==> config.mk <==
export PLATFORM = sky130hd
export DESIGN_NAME = glay_cu_read_request_generator_flat
export DESIGN_NICKNAME = d
export VERILOG_FILES = /design/src/rtl/glay_cu_read_request_generator_pkg.sv /design/src/rtl/glay_cu_read_request_generator_if.sv /design/src/rtl/glay_outstanding_counter.sv /design/src/rtl/glay_cu_read_request_generator.sv /design/src/flat_wrapper.sv
export SDC_FILE = /design/constraint.sdc
export NUM_CORES = 2
export LEC_CHECK = 0
export BUFFER_PORTS_ARGS = -buffer_cell sky130_fd_sc_hd__buf_4
export CAP_MARGIN = 20
export CORE_AREA = 2 2 696 698
export DETAILED_ROUTE_END_ITERATION = 8
export DIE_AREA = 0 0 698 700
export GPL_ROUTABILITY_DRIVEN = 0
export SYNTH_ARGS = -nofsm -noshare
export SYNTH_HDL_FRONTEND = slang
export SYNTH_HIERARCHICAL = 1
export SYNTH_SLANG_ARGS = --single-unit
==> constraint.sdc <==
create_clock -name ap_clk -period 4.5 [get_ports ap_clk]
set_input_delay 0.225 -clock ap_clk [delete_from_list [all_inputs] [get_ports ap_clk]]
set_output_delay 0.225 -clock ap_clk [all_outputs]
set_load 0.02 [all_outputs]
==> src/rtl/glay_cu_read_request_generator_pkg.sv <==
// Shared types and constants for the compute-unit cache read request generator.
package glay_cu_read_request_generator_pkg;

    localparam int CACHE_FRONTEND_ADDR_W     = 64;
    localparam int CACHE_FRONTEND_DATA_W     = 512;
    localparam int READ_GEN_CNT_W            = 32;
    // One request per cache line, so the stride follows the data width.
    localparam int READ_GEN_STRIDE_LOG2      = $clog2(CACHE_FRONTEND_DATA_W / 8);
    localparam int READ_GEN_MAX_OUTSTANDING  = 16;

    typedef enum logic [1:0] {
        IDLE,
        ISSUE,
        DRAIN,
        DONE
    } ReadGenState;

    typedef struct packed {
        logic [CACHE_FRONTEND_ADDR_W-1:0] base_addr;
        logic [READ_GEN_CNT_W-1:0]        num_req;
    } GlayReadGenConfig;

endpackage

==> src/rtl/glay_cu_read_request_generator_if.sv <==
// Request/response FIFO bundle between the read generator and the cache frontend FIFOs.
interface glay_cu_read_request_generator_if
    import glay_cu_read_request_generator_pkg::*;
#(
    parameter int ADDR_W = CACHE_FRONTEND_ADDR_W,
    parameter int DATA_W = CACHE_FRONTEND_DATA_W
);
    logic                  req_valid;
    logic [ADDR_W-1:0]     req_addr;
    logic [DATA_W-1:0]     req_wdata;
    logic [DATA_W/8-1:0]   req_wstrb;
    logic                  req_ready;
    logic                  rsp_empty;
    logic                  rsp_rd_en;
    logic                  rsp_valid;
    logic [DATA_W-1:0]     rsp_rdata;

    modport master (
        output req_valid, req_addr, req_wdata, req_wstrb, rsp_rd_en,
        input  req_ready, rsp_empty, rsp_valid, rsp_rdata
    );

    modport slave (
        input  req_valid, req_addr, req_wdata, req_wstrb, rsp_rd_en,
        output req_ready, rsp_empty, rsp_valid, rsp_rdata
    );
endinterface

==> src/rtl/glay_outstanding_counter.sv <==
// Up/down counter of in-flight requests with limit and zero flags.
// A simultaneous increment and decrement leaves the count unchanged.
module glay_outstanding_counter #(
    parameter int LIMIT = 16,
    parameter int W     = $clog2(LIMIT + 1)
) (
    input  logic i_clk,
    input  logic i_rst_n,
    input  logic i_clr,
    input  logic i_inc,
    input  logic i_dec,
    output logic o_at_limit,
    output logic o_is_zero
);
    logic [W-1:0] r_count;

    always_ff @(posedge i_clk or negedge i_rst_n) begin
        if (!i_rst_n) begin
            r_count <= '0;
        end else if (i_clr) begin
            r_count <= '0;
        end else if (i_inc && !i_dec) begin
            r_count <= r_count + W'(1);
        end else if (!i_inc && i_dec) begin
            r_count <= r_count - W'(1);
        end
    end

    assign o_at_limit = (r_count >= W'(LIMIT));
    assign o_is_zero  = (r_count == '0);

endmodule

==> src/rtl/glay_cu_read_request_generator.sv <==
// Walks a contiguous line array, issuing one cache read per cycle under backpressure and an
// outstanding cap, forwards the responses and pulses done when every request is answered.
module glay_cu_read_request_generator
    import glay_cu_read_request_generator_pkg::*;
#(
    parameter int ADDR_W          = CACHE_FRONTEND_ADDR_W,
    parameter int DATA_W          = CACHE_FRONTEND_DATA_W,
    parameter int CNT_W           = READ_GEN_CNT_W,
    parameter int STRIDE_LOG2     = READ_GEN_STRIDE_LOG2,
    parameter int MAX_OUTSTANDING = READ_GEN_MAX_OUTSTANDING
) (
    input  logic              ap_clk,
    input  logic              ap_rst_n,
    input  logic              start,
    input  logic [ADDR_W-1:0] base_addr,
    input  logic [CNT_W-1:0]  num_req,
    output logic              busy,
    output logic              done,
    output logic              rsp_err,
    output logic              out_valid,
    output logic [DATA_W-1:0] out_data,
    output logic [CNT_W-1:0]  rsp_count,
    glay_cu_read_request_generator_if.master cache
);
    localparam logic [ADDR_W-1:0] LINE_MASK = ~ADDR_W'((1 << STRIDE_LOG2) - 1);

    ReadGenState       r_state;
    logic [ADDR_W-1:0] r_base;
    logic [CNT_W-1:0]  r_num_req;
    logic [CNT_W-1:0]  r_issue_idx;
    logic [CNT_W-1:0]  r_rsp_count;
    logic              r_busy;
    logic              r_done;
    logic              r_req_valid;
    logic [ADDR_W-1:0] r_req_addr;
    logic              r_rd_inflight;
    logic              r_out_valid;
    logic [DATA_W-1:0] r_out_data;
    logic              r_rsp_err;

    logic              w_start_job;
    logic              w_issue;
    logic [CNT_W-1:0]  w_idx_next;
    logic              w_at_limit;
    logic              w_none_outstanding;
    logic              w_rsp_accept;
    logic              w_rd_en;

    assign w_start_job  = (r_state == IDLE) && start && (num_req != '0);
    assign w_issue      = (r_state == ISSUE) && cache.req_ready && !w_at_limit;
    assign w_idx_next   = r_issue_idx + CNT_W'(1);
    assign w_rsp_accept = cache.rsp_valid && !w_none_outstanding;
    // Only one pop may be in flight across the FIFO's one-cycle read latency.
    assign w_rd_en      = ap_rst_n && !cache.rsp_empty && !r_rd_inflight;

    glay_outstanding_counter #(
        .LIMIT (MAX_OUTSTANDING)
    ) u_outstanding (
        .i_clk      (ap_clk),
        .i_rst_n    (ap_rst_n),
        .i_clr      (w_start_job),
        .i_inc      (w_issue),
        .i_dec      (w_rsp_accept),
        .o_at_limit (w_at_limit),
        .o_is_zero  (w_none_outstanding)
    );

    always_ff @(posedge ap_clk or negedge ap_rst_n) begin
        if (!ap_rst_n) begin
            r_state     <= IDLE;
            r_base      <= '0;
            r_num_req   <= '0;
            r_issue_idx <= '0;
            r_busy      <= 1'b0;
            r_done      <= 1'b0;
            r_req_valid <= 1'b0;
            r_req_addr  <= '0;
        end else begin
            r_req_valid <= 1'b0;
            r_done      <= 1'b0;
            case (r_state)
                IDLE: begin
                    if (start) begin
                        r_busy <= 1'b1;
                        if (num_req != '0) begin
                            r_base      <= base_addr & LINE_MASK;
                            r_num_req   <= num_req;
                            r_issue_idx <= '0;
                            r_state     <= ISSUE;
                        end else begin
                            r_state <= DONE;
                        end
                    end
                end
                ISSUE: begin
                    if (w_issue) begin
                        r_req_valid <= 1'b1;
                        r_req_addr  <= r_base + (ADDR_W'(r_issue_idx) << STRIDE_LOG2);
                        r_issue_idx <= w_idx_next;
                        if (w_idx_next == r_num_req) begin
                            r_state <= DRAIN;
                        end
                    end
                end
                DRAIN: begin
                    if (r_rsp_count == r_num_req) begin
                        r_state <= DONE;
                    end
                end
                DONE: begin
                    // done and the busy drop land together in the cycle after DONE.
                    r_done  <= 1'b1;
                    r_busy  <= 1'b0;
                    r_state <= IDLE;
                end
                default: r_state <= IDLE;
            endcase
        end
    end

    always_ff @(posedge ap_clk or negedge ap_rst_n) begin
        if (!ap_rst_n) begin
            r_rd_inflight <= 1'b0;
            r_out_valid   <= 1'b0;
            r_out_data    <= '0;
            r_rsp_count   <= '0;
            r_rsp_err     <= 1'b0;
        end else begin
            r_rd_inflight <= w_rd_en;
            r_out_valid   <= w_rsp_accept;
            if (w_rsp_accept) begin
                r_out_data <= cache.rsp_rdata;
            end
            // A response with nothing outstanding is dropped and flagged until reset.
            if (cache.rsp_valid && w_none_outstanding) begin
                r_rsp_err <= 1'b1;
            end
            if (w_start_job) begin
                r_rsp_count <= '0;
            end else if (w_rsp_accept) begin
                r_rsp_count <= r_rsp_count + CNT_W'(1);
            end
        end
    end

    assign busy            = r_busy;
    assign done            = r_done;
    assign rsp_err         = r_rsp_err;
    assign out_valid       = r_out_valid;
    assign out_data        = r_out_data;
    assign rsp_count       = r_rsp_count;
    assign cache.req_valid = r_req_valid;
    assign cache.req_addr  = r_req_addr;
    assign cache.req_wdata = '0;
    assign cache.req_wstrb = '0;
    assign cache.rsp_rd_en = w_rd_en;

endmodule

==> src/flat_wrapper.sv <==
// flat-port wrapper written by rule: the top's interface ports become plain ports
module glay_cu_read_request_generator_flat import glay_cu_read_request_generator_pkg::*;
#(
    parameter int ADDR_W          = CACHE_FRONTEND_ADDR_W,
    parameter int DATA_W          = CACHE_FRONTEND_DATA_W,
    parameter int CNT_W           = READ_GEN_CNT_W,
    parameter int STRIDE_LOG2     = READ_GEN_STRIDE_LOG2,
    parameter int MAX_OUTSTANDING = READ_GEN_MAX_OUTSTANDING
)
  (ap_clk, ap_rst_n, start, base_addr, num_req, busy, done, rsp_err, out_valid, out_data, rsp_count, cache_req_valid, cache_req_addr, cache_req_wdata, cache_req_wstrb, cache_rsp_rd_en, cache_req_ready, cache_rsp_empty, cache_rsp_valid, cache_rsp_rdata);
  glay_cu_read_request_generator_if #(.ADDR_W(ADDR_W), .DATA_W(DATA_W)) cache_i ();
  input  logic ap_clk;
  input  logic ap_rst_n;
  input  logic start;
  input  logic [ADDR_W-1:0] base_addr;
  input  logic [CNT_W-1:0] num_req;
  output logic busy;
  output logic done;
  output logic rsp_err;
  output logic out_valid;
  output logic [DATA_W-1:0] out_data;
  output logic [CNT_W-1:0] rsp_count;
  output wire logic [$bits(cache_i.req_valid)-1:0] cache_req_valid;
  output wire logic [$bits(cache_i.req_addr)-1:0] cache_req_addr;
  output wire logic [$bits(cache_i.req_wdata)-1:0] cache_req_wdata;
  output wire logic [$bits(cache_i.req_wstrb)-1:0] cache_req_wstrb;
  output wire logic [$bits(cache_i.rsp_rd_en)-1:0] cache_rsp_rd_en;
  input wire logic [$bits(cache_i.req_ready)-1:0] cache_req_ready;
  input wire logic [$bits(cache_i.rsp_empty)-1:0] cache_rsp_empty;
  input wire logic [$bits(cache_i.rsp_valid)-1:0] cache_rsp_valid;
  input wire logic [$bits(cache_i.rsp_rdata)-1:0] cache_rsp_rdata;
  assign cache_req_valid = cache_i.req_valid;
  assign cache_req_addr = cache_i.req_addr;
  assign cache_req_wdata = cache_i.req_wdata;
  assign cache_req_wstrb = cache_i.req_wstrb;
  assign cache_rsp_rd_en = cache_i.rsp_rd_en;
  assign cache_i.req_ready = cache_req_ready;
  assign cache_i.rsp_empty = cache_rsp_empty;
  assign cache_i.rsp_valid = cache_rsp_valid;
  assign cache_i.rsp_rdata = cache_rsp_rdata;
  glay_cu_read_request_generator #(.ADDR_W(ADDR_W), .DATA_W(DATA_W), .CNT_W(CNT_W), .STRIDE_LOG2(STRIDE_LOG2), .MAX_OUTSTANDING(MAX_OUTSTANDING)) u_core (.ap_clk(ap_clk), .ap_rst_n(ap_rst_n), .start(start), .base_addr(base_addr), .num_req(num_req), .busy(busy), .done(done), .rsp_err(rsp_err), .out_valid(out_valid), .out_data(out_data), .rsp_count(rsp_count), .cache(cache_i));
endmodule
==> flow_metrics.env <==
export IMPL_tightestPinTransition_ps=1147
export IMPL_avgViaCountPerCell=2.661
export IMPL_ir_drop_mv=0.3823
export IMPL_fin_worst_skew_ps=133.4
export IMPL_wl_per_cell_um=25.84
export IMPL_postRouteAntennaNets=0
export IMPL_critPathBufInv=1
export IMPL_synth_seq_cells=737
export IMPL_critPathCaptureType="flop"
export IMPL_clock_sinks=737
export IMPL_holdBufCountCts=626
export IMPL_drive_gt1_share_pct=38.18
export IMPL_worstPathMaxFanout=12
export IMPL_ios=1804
export IMPL_maxSlewViolCount=0
export IMPL_core_um2=481100
export IMPL_die_w_um=698
export IMPL_multi_input_area_um2=14920
export IMPL_clockBufferDepth=4
export IMPL_hold_ws_ps=92.67
export IMPL_hpwlAfterDp_um=261000
export IMPL_mappedNetlistArea_um2=36130
export IMPL_async_reset_ff_share_pct=100.0
export IMPL_port_buffers=1215
export IMPL_p_int_w=0.01901
export IMPL_syn_area_per_cell_um2=11.36
export IMPL_cp_slowest_cell="a221oi_1"
export IMPL_grt_pass1_vias=30610
export IMPL_outcome="complete, no violations"
export IMPL_cts_root_buf="clkbuf_16"
export IMPL_ys_seq_area_share_pct=51.05
export IMPL_max_stage_delay_ps=720
export IMPL_yosysWarningCount=6
export IMPL_grt_use_total_pct=11.76
export IMPL_crit_chain="ha_1 > fa_1 > a21o_1 > a221oi_1 > o311ai_2 > nand4_1 > a21oi_1 > o21ai_2 > buf_4 > nor3_1 > xnor2_1 > o21ai_0"
export IMPL_seqCellArea_um2=18440
export IMPL_via_count=30770
export IMPL_seq_power_share_pct=29.9
export IMPL_clockPowerShare_pct=24.9
export IMPL_ctsHtreeMaxLevel=3
export IMPL_overflow=0
export IMPL_drv_cap=0
export IMPL_arrival_ps=4440
export IMPL_drt_total_wl_um=298800
export IMPL_dieArea_um2=488600
export IMPL_setup_worst_path_start="u_core/r_issue_idx[0]"
export IMPL_cts_setup_buffers=0
export IMPL_rows=255
export IMPL_dr_pass1_iters=5
export IMPL_initial_core_util_pct=7.509
export IMPL_drtIter0Drc=2032
export IMPL_sw_frac_of_total_pct=45.24
export IMPL_antenna_found_initial=222
export IMPL_synth_ff_type="dfrtp_1"
export IMPL_timing_rr_start="u_core/r_issue_idx[0]"
export IMPL_setup_viol=0
export IMPL_ctsResizeCount=0
export IMPL_power_leakage_nw=26.36
export IMPL_clk_pin_slew_ps=80
export IMPL_period_minus_slack_ps=3744
export IMPL_p_sw_w=0.01571
export IMPL_finalHoldViolations=0
export IMPL_critPathKind="flop to flop"
export IMPL_layout_common_cells="buf_4, dfrtp_1, dlygate4sd3_1"
export IMPL_clkLatencyLatePin_ps=920
export IMPL_synth_cells=3180
export IMPL_grt_max_degree=158
export IMPL_fin_crit_sh_pct=83.20
export IMPL_area_growth_pct=68.25
export IMPL_tns_ps=0
export IMPL_grt_pass1_wl_um=363700
export IMPL_relSlewSlack_pct=23.53
export IMPL_fillers=54660
export IMPL_synth_edf_count=0
export IMPL_critPathTopFamily="compound AO/OA/AOI/OAI gates"
export IMPL_cts_tree="yes"
export IMPL_hold_path_startpoint="cache_rsp_rdata[227]"
export IMPL_powerDensity_nw_per_um2=571.3
export IMPL_final_common_cell="buf_4"
export IMPL_drc=0
export IMPL_pwr_share_comb_pct=45.2
export IMPL_ys_types=76
export IMPL_max_freq_ghz=0.2671
export IMPL_die_y_um=700
export IMPL_holdCritPathClass="input pin to flop"
export IMPL_setup_worst_path_start_class="flop"
export IMPL_fin_nets=5683
export IMPL_critPathRequiredTime_ps=5200
export IMPL_rsz0062_at_grt="false"
export IMPL_numCtsBuffers=104
==> kinds of logic (layout without fill, tap and decap cells) <==
group,Yosys count,after routing,share of synthesized area [%]
AOI/OAI and AO/OA,264,264,4.544
xor gates and xnor gates,159,159,3.875
adders and majority gates,44,44,1.565
buffers and inverters,734,2078,13.73
DFF,737,737,51.05
muxes,522,522,16.24
other,1,617,0.01038
and+or+nand+nor,719,719,8.980
==> path summary, 6_finish.rpt <==
check                           cells after the start                        end  slack, ps
worst max register to register                     12  u_core/cache.req_addr[56]        760
max in group asynchronous                           4          u_core/r_base[63]       2790
worst min-delay path                                3       u_core/out_data[227]         90
worst min register to register                      1       u_core/r_rd_inflight        420
min in group asynchronous                           3       u_core/out_data[487]        630
worst max-delay path                               12  u_core/cache.req_addr[56]        760
==> power groups by stage <==
stage / Clock, W / Combinational (W) / Sequential (W)
floorplan: 0 / 0.00491 / 0.0121
global placement: 0 / 0.0155 / 0.0104
detailed placement: 0 / 0.0155 / 0.0105
CTS: 0.00896 / 0.0162 / 0.0104
global route: 0.00916 / 0.0168 / 0.0107
finish: 0.00864 / 0.0157 / 0.0104
==> cell type report <==
class,instances,share of cell area [%]
Antenna cell,35,0.1441
Clock buffer,140,4.870
Clock inverter,46,0.8069
Inverter,21,0.1338
Multi-Input combinational cell,2290,24.55
Sequential cell,737,30.34
Tap cell,6425,13.23
Timing Repair Buffer,1871,25.93
==> sequential cells by signal, indices dropped and copies added, names as in the netlist <==
signal	flops
u_core/out_data	512
u_core/cache.req_addr	58
u_core/r_base	58
u_core/r_issue_idx	32
u_core/r_num_req	32
u_core/rsp_count	32
u_core/u_outstanding/r_count	5
u_core/r_state	2
u_core/busy	1
u_core/cache.req_valid	1
u_core/done	1
u_core/out_valid	1
u_core/r_rd_inflight	1
u_core/rsp_err	1
==> through the flow <==
step / power (W) / util [%] / std cells / worst slack (ps) / area, um^2
2_1_floorplan: 0.01702 / - / 3761 / 1415 / 38310
3_3_place_gp: 0.02588 / 10.59 / 10720 / 736.5 / 50960
3_5_place_dp: 0.02598 / 10.59 / 10720 / 795.6 / 50960
4_1_cts: 0.03554 / 12.62 / 11530 / 753.0 / 60700
5_1_grt: 0.03665 / 12.63 / 11560 / 480.2 / 60760
6_report: 0.03472 / 12.63 / 11570 / 756.2 / 60780
==> Yosys cell counts, types with 4 or more instances <==
| cell type | number | area [um^2] |
|---|---|---|
| a21o_1 | 15 | 112.6 |
| clkbuf_1 | 116 | 435.4 |
| nand3_1 | 48 | 240.2 |
| o21ai_0 | 112 | 560.5 |
| o31ai_1 | 22 | 165.2 |
| xor2_1 | 89 | 779.5 |
| o41ai_1 | 5 | 43.79 |
| nor3_1 | 20 | 100.1 |
| nor2b_1 | 18 | 112.6 |
| or2_2 | 5 | 31.28 |
| and3_1 | 22 | 137.6 |
| or3_1 | 7 | 43.79 |
| a31oi_1 | 10 | 62.56 |
| a21oi_1 | 50 | 250.2 |
| buf_2 | 11 | 55.05 |
| nor4_1 | 19 | 118.9 |
| inv_1 | 19 | 71.32 |
| nand2_1 | 415 | 1558 |
| and4_1 | 9 | 78.83 |
| buf_4 | 582 | 4369 |
| ha_1 | 42 | 525.5 |
| nand2b_1 | 10 | 62.56 |
| mux2_2 | 513 | 5777 |
| nand4_1 | 33 | 206.5 |
| dfrtp_1 | 737 | 18440 |
| o21a_1 | 4 | 30.03 |
| nor2_1 | 87 | 326.6 |
| o21bai_1 | 4 | 30.03 |
| xnor2_1 | 69 | 604.3 |
| and2_1 | 9 | 56.30 |
| mux2i_1 | 8 | 80.08 |
==> metal layers <==
layer	up-vias	share of wire, %	GRT usage, %
li1	13400	-	-
met2	1733	49	20.70
met1	14890	31	10.60
met4	92	5.2	4.584
met5	-	0.20	0.009804
met3	663	15	7.887
==> tightest hold or removal path, delay by kind of cell <==
family | cells | cell delay [ps]
buffers and inverters | 2 | 630
multiplexers | 1 | 130
Power figures use the tool's default switching activity.
